===== config.mk =====
export PLATFORM = sky130hd
export DESIGN_NAME = control_unit_flat
export DESIGN_NICKNAME = d
export VERILOG_FILES = /design/src/rtl/control_unit_if.sv /design/src/rtl/control_unit.sv /design/src/flat_wrapper.sv
export SDC_FILE = /design/constraint.sdc
export NUM_CORES = 1
export LEC_CHECK = 0
export CORE_ASPECT_RATIO = 0.8
export CORE_UTILIZATION = 31
export CTS_BUF_LIST = sky130_fd_sc_hd__clkbuf_4 sky130_fd_sc_hd__clkbuf_8
export CTS_CLUSTER_DIAMETER = 120
export CTS_CLUSTER_SIZE = 10
export DETAILED_ROUTE_END_ITERATION = 6
export HOLD_SLACK_MARGIN = 0.02
export SYNTH_ARGS = -nofsm -noshare
export SYNTH_HDL_FRONTEND = slang
export SYNTH_SLANG_ARGS = --single-unit

===== constraint.sdc =====
create_clock -name clock -period 1.8 [get_ports clock]
set_input_delay 0.18 -clock clock [delete_from_list [all_inputs] [get_ports clock]]
set_output_delay 0.18 -clock clock [all_outputs]
set_load 0.02 [all_outputs]

===== src/rtl/control_unit_if.sv =====
// Control bus between the accumulator-processor control FSM and its datapath.
// The master side is the control unit; the slave side is the datapath.
interface control_unit_if #(
    parameter int ICNT_W = 8
);
    logic [2:0]        IR;
    logic              Aeq0;
    logic              Apos;
    logic              Enter;
    logic              IRload;
    logic              JMPmux;
    logic              PCload;
    logic              Meminst;
    logic              MemWr;
    logic [1:0]        Asel;
    logic              Aload;
    logic              Sub;
    logic              Halt;
    logic [3:0]        State;
    logic [ICNT_W-1:0] Icount;

    modport master (
        input  IR, Aeq0, Apos, Enter,
        output IRload, JMPmux, PCload, Meminst, MemWr, Asel, Aload, Sub, Halt,
        output State, Icount
    );

    modport slave (
        output IR, Aeq0, Apos, Enter,
        input  IRload, JMPmux, PCload, Meminst, MemWr, Asel, Aload, Sub, Halt,
        input  State, Icount
    );
endinterface


===== src/rtl/control_unit.sv =====
// Multi-cycle fetch/decode/execute control FSM for the 8-bit accumulator processor,
// with a retired-instruction counter.
module control_unit #(
    parameter int ICNT_W = 8
) (
    input  logic              clock,
    input  logic              Reset,
    control_unit_if.master    bus
);

    typedef enum logic [3:0] {
        S_FETCH  = 4'd0,
        S_DECODE = 4'd1,
        S_LOAD   = 4'd8,
        S_STORE  = 4'd9,
        S_ADD    = 4'd10,
        S_SUB    = 4'd11,
        S_INPUT  = 4'd12,
        S_JZ     = 4'd13,
        S_JPOS   = 4'd14,
        S_HALT   = 4'd15
    } state_t;

    state_t            state;
    state_t            state_next;
    logic              retire;
    logic [ICNT_W-1:0] icount;

    always_ff @(posedge clock or negedge Reset) begin
        if (!Reset) begin
            state  <= S_FETCH;
            icount <= '0;
        end else begin
            state <= state_next;
            if (retire) begin
                icount <= icount + 1'b1;
            end
        end
    end

    always_comb begin
        state_next  = state;
        retire      = 1'b0;
        bus.IRload  = 1'b0;
        bus.JMPmux  = 1'b0;
        bus.PCload  = 1'b0;
        bus.Meminst = 1'b0;
        bus.MemWr   = 1'b0;
        bus.Asel    = 2'b00;
        bus.Aload   = 1'b0;
        bus.Sub     = 1'b0;
        bus.Halt    = 1'b0;

        case (state)
            S_FETCH: begin
                bus.IRload = 1'b1;
                bus.PCload = 1'b1;
                state_next = S_DECODE;
            end
            S_DECODE: begin
                bus.Meminst = 1'b1;
                // Execute states sit at 8 + opcode, so the opcode selects the state directly.
                state_next  = state_t'({1'b1, bus.IR});
                // HALT never leaves its state, so it is counted on the way in.
                retire      = (bus.IR == 3'b111);
            end
            S_LOAD: begin
                bus.Meminst = 1'b1;
                bus.Asel    = 2'b10;
                bus.Aload   = 1'b1;
                state_next  = S_FETCH;
                retire      = 1'b1;
            end
            S_STORE: begin
                bus.Meminst = 1'b1;
                bus.MemWr   = 1'b1;
                state_next  = S_FETCH;
                retire      = 1'b1;
            end
            S_ADD: begin
                bus.Meminst = 1'b1;
                bus.Aload   = 1'b1;
                state_next  = S_FETCH;
                retire      = 1'b1;
            end
            S_SUB: begin
                bus.Meminst = 1'b1;
                bus.Sub     = 1'b1;
                bus.Aload   = 1'b1;
                state_next  = S_FETCH;
                retire      = 1'b1;
            end
            S_INPUT: begin
                bus.Asel  = 2'b01;
                bus.Aload = bus.Enter;
                if (bus.Enter) begin
                    state_next = S_FETCH;
                    retire     = 1'b1;
                end
            end
            S_JZ: begin
                bus.JMPmux = 1'b1;
                bus.PCload = bus.Aeq0;
                state_next = S_FETCH;
                retire     = 1'b1;
            end
            S_JPOS: begin
                bus.JMPmux = 1'b1;
                bus.PCload = bus.Apos;
                state_next = S_FETCH;
                retire     = 1'b1;
            end
            S_HALT: begin
                bus.Halt = 1'b1;
            end
            default: begin
                // Unused encodings recover to a fresh fetch.
                state_next = S_FETCH;
            end
        endcase
    end

    assign bus.State  = state;
    assign bus.Icount = icount;

endmodule


===== src/flat_wrapper.sv =====
// flat-port wrapper written by rule: the top's interface ports become plain ports
module control_unit_flat 
#(
    parameter int ICNT_W = 8
)
  (clock, Reset, bus_IR, bus_Aeq0, bus_Apos, bus_Enter, bus_IRload, bus_JMPmux, bus_PCload, bus_Meminst, bus_MemWr, bus_Asel, bus_Aload, bus_Sub, bus_Halt, bus_State, bus_Icount);
  control_unit_if #(.ICNT_W(ICNT_W)) bus_i ();
  input  logic clock;
  input  logic Reset;
  input wire logic [$bits(bus_i.IR)-1:0] bus_IR;
  input wire logic [$bits(bus_i.Aeq0)-1:0] bus_Aeq0;
  input wire logic [$bits(bus_i.Apos)-1:0] bus_Apos;
  input wire logic [$bits(bus_i.Enter)-1:0] bus_Enter;
  output wire logic [$bits(bus_i.IRload)-1:0] bus_IRload;
  output wire logic [$bits(bus_i.JMPmux)-1:0] bus_JMPmux;
  output wire logic [$bits(bus_i.PCload)-1:0] bus_PCload;
  output wire logic [$bits(bus_i.Meminst)-1:0] bus_Meminst;
  output wire logic [$bits(bus_i.MemWr)-1:0] bus_MemWr;
  output wire logic [$bits(bus_i.Asel)-1:0] bus_Asel;
  output wire logic [$bits(bus_i.Aload)-1:0] bus_Aload;
  output wire logic [$bits(bus_i.Sub)-1:0] bus_Sub;
  output wire logic [$bits(bus_i.Halt)-1:0] bus_Halt;
  output wire logic [$bits(bus_i.State)-1:0] bus_State;
  output wire logic [$bits(bus_i.Icount)-1:0] bus_Icount;
  assign bus_i.IR = bus_IR;
  assign bus_i.Aeq0 = bus_Aeq0;
  assign bus_i.Apos = bus_Apos;
  assign bus_i.Enter = bus_Enter;
  assign bus_IRload = bus_i.IRload;
  assign bus_JMPmux = bus_i.JMPmux;
  assign bus_PCload = bus_i.PCload;
  assign bus_Meminst = bus_i.Meminst;
  assign bus_MemWr = bus_i.MemWr;
  assign bus_Asel = bus_i.Asel;
  assign bus_Aload = bus_i.Aload;
  assign bus_Sub = bus_i.Sub;
  assign bus_Halt = bus_i.Halt;
  assign bus_State = bus_i.State;
  assign bus_Icount = bus_i.Icount;
  control_unit #(.ICNT_W(ICNT_W)) u_core (.clock(clock), .Reset(Reset), .bus(bus_i));
endmodule

=== Word level (Yosys, flattened, before mapping) ===
Index checks and enable logic that the tools add are counted.
W data, S select, Z words.

* Bits in registers: 12
* Input bits: 8
* Output and inout port bits: 22
* Word-level logic and storage cells: 34

* $add $sub $neg: 1
* Eq/ne operators: 11
* Multiplexer cells: 13
* Bitwise logic cells: 1
* Reductions and logical operators: 6

{| class="wikitable"
|+ Operators by type and width
! kind !! number
|-
| $eq A4 B4 Y1 const B || 8
|-
| $pmux W4 S4 || 1
|-
| $add A8 B1 Y8 const B || 1
|-
| $mux W1 || 7
|-
| $pmux W1 S3 || 2
|-
| $reduce_or A6 Y1 || 1
|-
| $reduce_or A5 Y1 || 1
|-
| $eq A4 B1 Y1 const B || 1
|-
| $logic_not A4 Y1 || 1
|-
| $mux W4 || 1
|-
| $pmux W2 S2 || 1
|-
| $eq A3 B3 Y1 const B || 1
|-
| $reduce_or A3 Y1 || 1
|-
| $ne A2 B2 Y1 const B || 1
|-
| $pmux W1 S2 || 1
|-
| $reduce_and A2 Y1 || 1
|-
| $reduce_or A2 Y1 || 1
|-
| $not A1 Y1 || 1
|}

=== Depth between registers and ports, before layout ===
Gate-level depths: netlist of run 1.

* Depth after elaboration: 3
* Depth in mapped cells: 6
* Depth with buffers taken out: 5

=== Worst setup path after synthesis of run 1 ===
No wires, ideal clock.

* Path kind: register to register
* Start point: reg u_core.state[3] (netlist: u_core.bus.State[3])
* End point: reg u_core.icount[1] (netlist: u_core.bus.Icount[1])
* Library setup time: 128 ps
* Arrival time: 1480 ps
* Data required time: 1672 ps
* Slack: 192 ps
* Cell stages (with the launch flop): 6
* Buffers on the path: 1
* Clock period less this slack: 1608 ps
* Cell sequence: dfrtp_1 > buf_2 > nor2_1 > nand3_4 > o221ai_4 > mux2_1

* Cells in the longest elaborated chain, start to end: 3
* Elaborated cells between the ends (all ways): 10
* Classes of those cells: 8 x eq/ne; 1 x mux; 1 x reduce/logical

{| class="wikitable"
|+ Ends and longest elaborated chain
! item !! line !! RTL
|-
| from (decl) || control_unit.sv:24 || <nowiki>state_t state;</nowiki>
|-
| from (signal assigned) || control_unit.sv:34 || <nowiki>state <= state_next;</nowiki>
|-
| $eq A4 B4 Y1 || control_unit.sv:54 || <nowiki>case (state)</nowiki>
|-
| $reduce_or A6 Y1 (no line) || -- ||
|-
| $pmux W1 S3 * || control_unit.sv:54 ||
|-
| to (signal assigned) || control_unit.sv:36 || <nowiki>icount <= icount + 1'b1;</nowiki>
|-
| to (decl) || control_unit.sv:27 || <nowiki>logic [ICNT_W-1:0] icount;</nowiki>
|}

Mark *: on every way between the ends. The rest lies on a longest branch, timed or not.
A chain may end at the register's enable or synchronous reset.

=== Worst setup path after layout of run 1 ===
* Start point: reg u_core.state[0] (netlist: u_core.bus.State[0])
* End point: out bus_Aload

* Cells in the longest elaborated chain, start to end: 3
* Elaborated cells between the ends (all ways): 6
* Classes of those cells: 4 x eq/ne; 1 x mux; 1 x reduce/logical

{| class="wikitable"
|+ Ends and longest elaborated chain
! item !! line !! RTL
|-
| $eq A4 B4 Y1 || control_unit.sv:54 ||
|-
| $reduce_or A3 Y1 (no line) || -- ||
|-
| $pmux W1 S2 * || control_unit.sv:54 ||
|-
| to (decl) || flat_wrapper.sv:20 || <nowiki>output wire logic [$bits(bus_i.Aload)-1:0] bus_Aload;</nowiki>
|}

Marks and branches as above.

==> parameters.txt, run 1 <==
Parameter                              Value

Floorplan
  Die Width ... roughly 54 µm
  Top-level port count ... 30
  Row count ... 14
  Core region area ... 1980 µm²
  Starting Density ... 34.4%
  Height of the chip ... ~44 µm
  Die area ... 2390 µm²

Global route
  First-pass GRT wire length ... between 2000 and 3000 µm
  Gr usage total ... ~15%
  Number of global-route vias before repair ... 556
  Maximum number of pins on one net before global-route repair ... 13
  GRT Residual Overflow ... 0
  Initial antenna violation count ... 0

Final layout
  Synth-to-layout area growth ... 57.9%
  Top library cells by usage in the layout, fill and taps aside ... sky130_fd_sc_hd__clkdlybuf4s50_1, sky130_fd_sc_hd__dfrtp_1, sky130_fd_sc_hd__dlygate4sd2_1
  Fill cell instance count of the final layout ... approximately 190
  Final core utilization ... between 50% and 60%
  Commonest non-fill, non-tap cell in the layout ... sky130_fd_sc_hd__clkdlybuf4s50_1
  Fraction of final layout cells with drive strength greater than 1 ... about a fifth
  Area used by multi-input combinational logic ... 369 µm²
  Sequential cell area ... 303 µm²
  Final Instance Count excl. Fillers ... 131
  Number of nets in the final layout ... between 100 and 150
  N_diodes ... 0

Power
  Worst VDD drop ... between 900 and 1000 µV
  Power per cell area ... 1800 nW/µm²
  Leak Pwr ... 0.496 nW
  Power after layout ... between 1.5 and 2 mW

Worst setup path
  Capture point of the critical path ... bus_Aload
  Kind of critical path ... register to primary output
  Reg-to-reg setup timing slack ... 0.13 ns
  RR Startpoint ... u_core.bus.State[2]$_DFFE_PN0P_
  Worst Path Max Fanout ... 10
  Worst Reg-to-Reg Cells ... 5
  Critical path endpoint category ... primary output
  Required @ worst endpoint ... ~1.6 ns
  Worst setup path start ... u_core.bus.State[0]$_DFFE_PN0P_
  Setup crit start kind ... register
  Reg2reg end ... u_core.bus.Icount[1]$_DFFE_PN0P_
  Arr. time, crit path ... between 1.5 and 2 ns

Timing
  Fin crit period ... between 1.5 and 2 ns
  Worst-case clock skew ... 0.00275 ns
  Worst-case headroom to the max-slew limit ... roughly 65%
  Total Negative Setup Slacks ... 0 ns
  Hold Slack ... between 0.2 and 0.3 ns
  Tightest Pin Transition ... approximately 0.53 ns
  Post-route clock period utilization ... 96.1%
  Final Slew Violations ... 0
  Final setup vio count ... 0
  Maximum clock rate ... 578 MHz
  Final Hold Viols ... 0

Synth
  Area share of the largest cell type after synthesis ... about 44%
  Syn_nets ... 79
  Post-synth design cell area ... slightly below 700 µm²
  Biggest area consumer among synthesized cells ... sky130_fd_sc_hd__dfrtp_1
  Instance count of the mapped netlist ... 70
  Synth Register Bits ... 12
  Mean area per synthesized cell ... a little under 10 µm²
  Top post-synthesis cells by area ... sky130_fd_sc_hd__dfrtp_1, sky130_fd_sc_hd__xnor2_1, sky130_fd_sc_hd__nand2_1
  Post-synthesis sequential area ratio ... between 40% and 50%
  Number of different library cells in the post-synthesis netlist ... 26
  Count of synthesis-stage warnings from yosys ... 0

Place
  Inst Count DP ... about 130
  Dpl hpwl ... 1260 µm
  Number of port buffers ... 29
  Routability congestion estimate ... ~0.76

Route
  Iter 0 DRT Violations ... 10
  Routed wirelength normalized by instance count ... ~12 µm
  Detailed-route wire length ... ~1600 µm
  Pre-antenna DRT Iters ... 4
  DR vias ... approximately 650
  Vias per std cell ... between 4 and 5
  Total DRC errors in the routed layout ... 0
  Number of antenna-violating nets in the routed design ... 0

Hold path
  Worst min-delay path category ... input pin to async pin

Clock network
  Htree depth ... 1
  Worst-path clk slew ... 0.07 ns
  Clock latency at the later pin of the worst-skew pair ... 0.27 ns
  Maximum buffer depth of the clock tree ... 2
  Library cell used as clock root buffer ... sky130_fd_sc_hd__clkbuf_4
  CTS Sinks ... 12
  CTS Buf Count ... 3
  TritonCTS clock tree ... done

Status
  Run status ... finished clean

Run
  Max Cap Viol ... 0
timing repair:
| item | 4_1_cts | 5_1_grt |
|---|---|---|
| setup buffers | 0 | 0 |
| setup endpoints to repair | 10 | 3 |
| hold buffers | 0 | 0 |
| gates resized for setup | 12 | 4 |
cell usage after synthesis (all sizes together):
cell type,count
dfrtp,12
nand2,8
nor2,7
xnor2,7
and3,4
nand4,4
nor3,4
buf,3
inv,3
nand3,3
o21ai,2
o2bb2ai,2
a21oi,1
a31oi,1
and2,1
and2b,1
ha,1
mux2,1
nand2b,1
nor4,1
o221ai,1
o31a,1
xor2,1
through the flow:
step	setup slack [ns]	cell area (µm²)
finish	0.0708	1070
global route	-0.00429	1070
CTS	0.00862	1060
detailed placement	-0.0880	1040
global placement	-0.0601	1040
floorplan	0.192	681
cell type report:
cell class              count  area share, %
multi-input cells          52           34.3
repair buffers             37           31.5
flip-flops and latches     12           28.2
well taps                  24           2.79
clock buffers               3           2.10
inverters                   3           1.05
worst min-delay path by stage:
stage,startpoint,to,slack [ns],cells past startpoint
floorplan,Reset,u_core.bus.Icount[0]$_DFFE_PN0P_,-0.12,0
global placement,u_core.bus.Icount[7]$_DFFE_PN0P_,u_core.bus.Icount[7]$_DFFE_PN0P_,0.46,1
detailed placement,u_core.bus.Icount[7]$_DFFE_PN0P_,u_core.bus.Icount[7]$_DFFE_PN0P_,0.47,1
CTS,Reset,u_core.bus.Icount[3]$_DFFE_PN0P_,0.26,1
global route,Reset,u_core.bus.Icount[3]$_DFFE_PN0P_,0.30,1
finish,Reset,u_core.bus.Icount[3]$_DFFE_PN0P_,0.26,1
per-layer routing:
metal | up-vias | share of wire, % | GRT usage, %
met5 | - | 0 | 0
met4 | 0 | 0 | 3.08
met3 | 0 | 5.1 | 5.26
met2 | 20 | 47 | 21.5
met1 | 312 | 48 | 22.0
li1 | 319 | - | -
state kept, by name, summed over array words and instances (netlist names):
register	cells
u_core.bus.State	4
u_core.bus.Icount	8
logic make-up after synthesis:
group / Yosys count / synth area share [%]
buf+inv: 6 / 4.23
fa+ha+maj: 1 / 1.84
xor+xnor: 8 / 10.3
mux: 1 / 1.65
flops: 12 / 44.1
simple gates: 34 / 26.8
compound gates: 8 / 11.0
report_power, final:
group | switching [mW] | internal, mW | total, mW | leakage, nW
clock | 0.0800 | 0.0774 | 0.157 | 0.0138
sequential | 0.183 | 0.383 | 0.567 | 0.150
combinational | 0.612 | 0.594 | 1.21 | 0.332
total | 0.875 | 1.05 | 1.93 | 0.496
critical path: stages (launching register included):
cell	delay, ns
sky130_fd_sc_hd__dfrtp_2	0.49
sky130_fd_sc_hd__o31a_2	0.38
sky130_fd_sc_hd__nor2_1	0.08
sky130_fd_sc_hd__dlygate4sd2_1	0.33
(Power assumes the default switching activity.)
==> run 2, diff against run 1 <==
CORE_MARGIN = 1.5   (was unset)
clock period = 1.4 ns   (was 1.8 ns; I/O delays follow)
==> run 2 against run 1 <==
Compared with the run above: the flow now finishes with violations (setup timing); critical endpoint is now u_core.bus.Icount[1]$_DFFE_PN0P_; setup slack worse by 0.25 ns; cell count is 15% higher; largest power group unchanged; combinational power is 69% higher; highest routed layer unchanged.
==> parameters.txt, run 2 (synthesis gave the netlist of run 1 again) <==
Parameter                              Value

Status
  Run status ... finished with violations
  Failing checks ... setup timing

Floorplan
  Die Width ... approximately 55 µm
  Starting Density ... between 30% and 40%
  Die area ... around 2500 µm²
  Height of the chip ... around 45 µm
  Top-level port count ... 30
  Core region area ... roughly 2000 µm²
  Row count ... 14

Timing
  Fin crit period ... ~1.6 ns
  Setup repair after global routing missed its margin ... yes
  Worst-case headroom to the max-slew limit ... between 70% and 80%
  Tightest Pin Transition ... 0.332 ns
  Post-route clock period utilization ... 113%
  Hold Slack ... roughly 0.16 ns
  Final Slew Violations ... 0
  Worst Slack Setup Final ... -0.181 ns
  Worst-case clock skew ... 0.00157 ns
  Final setup vio count ... 16
  Maximum clock rate ... ~630 MHz
  Final Hold Viols ... 0

Power
  Switching fraction of total power ... roughly 45%
  Power per cell area ... between 2000 and 2500 nW/µm²
  Relative contribution of combinational cells to total power ... approximately 70%
  Leak Pwr ... ~0.63 nW
  Worst VDD drop ... about 1200 µV
  Design internal power ... 1.63 mW
  Part of the power in registers ... roughly a quarter
  Sw power ... approximately 1.3 mW
  Portion of total power attributed to the clock network ... 6.8%

Worst setup path
  Reg2reg end ... u_core.bus.Icount[1]$_DFFE_PN0P_
  Required @ worst endpoint ... between 1.5 and 2 ns
  Critical path endpoint category ... register
  Worst setup path start ... u_core.bus.State[1]$_DFFE_PN0P_
  Reg-to-reg setup timing slack ... -0.18 ns
  Kind of critical path ... register to register
  Worst Path Max Fanout ... 8
  Worst Reg-to-Reg Cells ... 4
  Arr. time, crit path ... between 1.5 and 2 ns
  RR Startpoint ... u_core.bus.State[1]$_DFFE_PN0P_
  Setup crit start kind ... register

Route
  Iter 0 DRT Violations ... 12
  Routed wirelength normalized by instance count ... ~14 µm
  Vias per std cell ... 4.86
  Total DRC errors in the routed layout ... 0
  Detailed-route wire length ... just over 2000 µm
  DR vias ... roughly 730
  Number of antenna-violating nets in the routed design ... 0
  Pre-antenna DRT Iters ... 4

Place
  Number of port buffers ... 29
  Dpl hpwl ... ~1500 µm
  Routability congestion estimate ... between 0.7 and 0.8
  DP Worst Slack ... -0.413 ns
  Cell area reported after detailed placement ... about 1100 µm²

Clock network
  Clock latency at the later pin of the worst-skew pair ... 0.27 ns
  TritonCTS clock tree ... done
  Worst-path clk slew ... roughly 0.070 ns
  Library cell used as clock root buffer ... sky130_fd_sc_hd__clkbuf_4
  Htree depth ... 1
  CTS Sinks ... 12
  CTS Buf Count ... 3
  Maximum buffer depth of the clock tree ... 2

Final layout
  Number of nets in the final layout ... between 100 and 150
  Synth-to-layout area growth ... 87.9%
  N_diodes ... 0
  Fraction of final layout cells with drive strength greater than 1 ... a little under half
  Final core utilization ... between 60% and 70%
  Fill cell instance count of the final layout ... between 150 and 200
  Top library cells by usage in the layout, fill and taps aside ... sky130_fd_sc_hd__buf_4, sky130_fd_sc_hd__dlygate4sd2_1, sky130_fd_sc_hd__dfrtp_1
  Commonest non-fill, non-tap cell in the layout ... sky130_fd_sc_hd__buf_4
  Number of flip-flops in the largest register ... 8
  Final non-filler cell area ... 1280 µm²

Hold path
  Worst min-delay path category ... input pin to async pin

Global route
  First-pass GRT wire length ... around 3400 µm
  GRT Residual Overflow ... 0
  Gr usage total ... between 10% and 20%
  Number of global-route vias before repair ... 714
  Initial antenna violation count ... 0
  Maximum number of pins on one net before global-route repair ... 13

Run
  Max Cap Viol ... 0
-- run 2: how the worst max path moves through the flow --
stage / to / slack [ns] / cells past startpoint
final: u_core.bus.Icount[1]$_DFFE_PN0P_ / -0.18 / 4
after global routing: u_core.bus.Icount[7]$_DFFE_PN0P_ / -0.24 / 5
after CTS: u_core.bus.Icount[1]$_DFFE_PN0P_ / -0.18 / 4
after detailed placement: bus_Aload / -0.41 / 5
after global placement: bus_Aload / -0.37 / 5
after floorplan: u_core.bus.Icount[1]$_DFFE_PN0P_ / -0.11 / 4
-- run 2: power by group through the flow --
stage          Clock [mW]  Combinational [mW]  Sequential [mW]
2_1_floorplan           0               0.859            0.815
3_3_place_gp            0                1.78            0.719
3_5_place_dp            0                1.82            0.725
4_1_cts             0.214                1.88            0.719
5_1_grt             0.233                2.17            0.753
6_report            0.202                2.04            0.723
-- run 2: through the flow --
| step | TNS (ns) | cells | total power [mW] |
|---|---|---|---|
| after CTS | -1.99 | 146 | 2.81 |
| after floorplan | -0.426 | 70 | 1.67 |
| final | -1.83 | 150 | 2.97 |
| after detailed placement | -4.21 | 138 | 2.54 |
| after global routing | -3.08 | 150 | 3.15 |
| after global placement | -3.76 | 138 | 2.50 |
-- run 2: timing repair --
action / CTS / global route
setup endpoints to repair: 29 / 19
pin swaps: 11 / 14
resized for setup: 67 / 10
hold endpoints to repair: 0 / 0
hold buffers: 0 / 0
buffers inserted: 5 / 4
-- run 2: cell type report --
| class | count | area (µm²) | share of cell area [%] |
|---|---|---|---|
| Clock buffer | 3 | 22.5 | 1.76 |
| Inverter | 3 | 11.3 | 0.881 |
| Multi-Input combinational cell | 52 | 428 | 33.5 |
| Sequential cell | 12 | 305 | 23.9 |
| Tap cell | 24 | 30.0 | 2.35 |
| Timing Repair Buffer | 56 | 482 | 37.7 |
-- run 2: metal layers --
metal	global-route usage [%]	up-vias	routed length, µm	share of wire (%)
li1	-	357	-	-
met4	2.93	0	0	0
met3	6.02	0	81	3.9
met1	23.6	360	967	47
met2	29.5	12	1010	49
met5	0	-	0	0
-- run 2: worst max-delay path: stages, from the launching register on --
cell and delay (ns):
sky130_fd_sc_hd__dfrtp_2 0.45, sky130_fd_sc_hd__and2b_4 0.29, sky130_fd_sc_hd__nand3_4 0.09, sky130_fd_sc_hd__o221ai_4 0.30
sky130_fd_sc_hd__mux2_4 0.33
==> run 3, diff against run 2 <==
GPL_ROUTABILITY_DRIVEN = 0   (was unset)
==> results of run 3 <==
No change in the layout: final DEF, timing and power equal those of run 2.
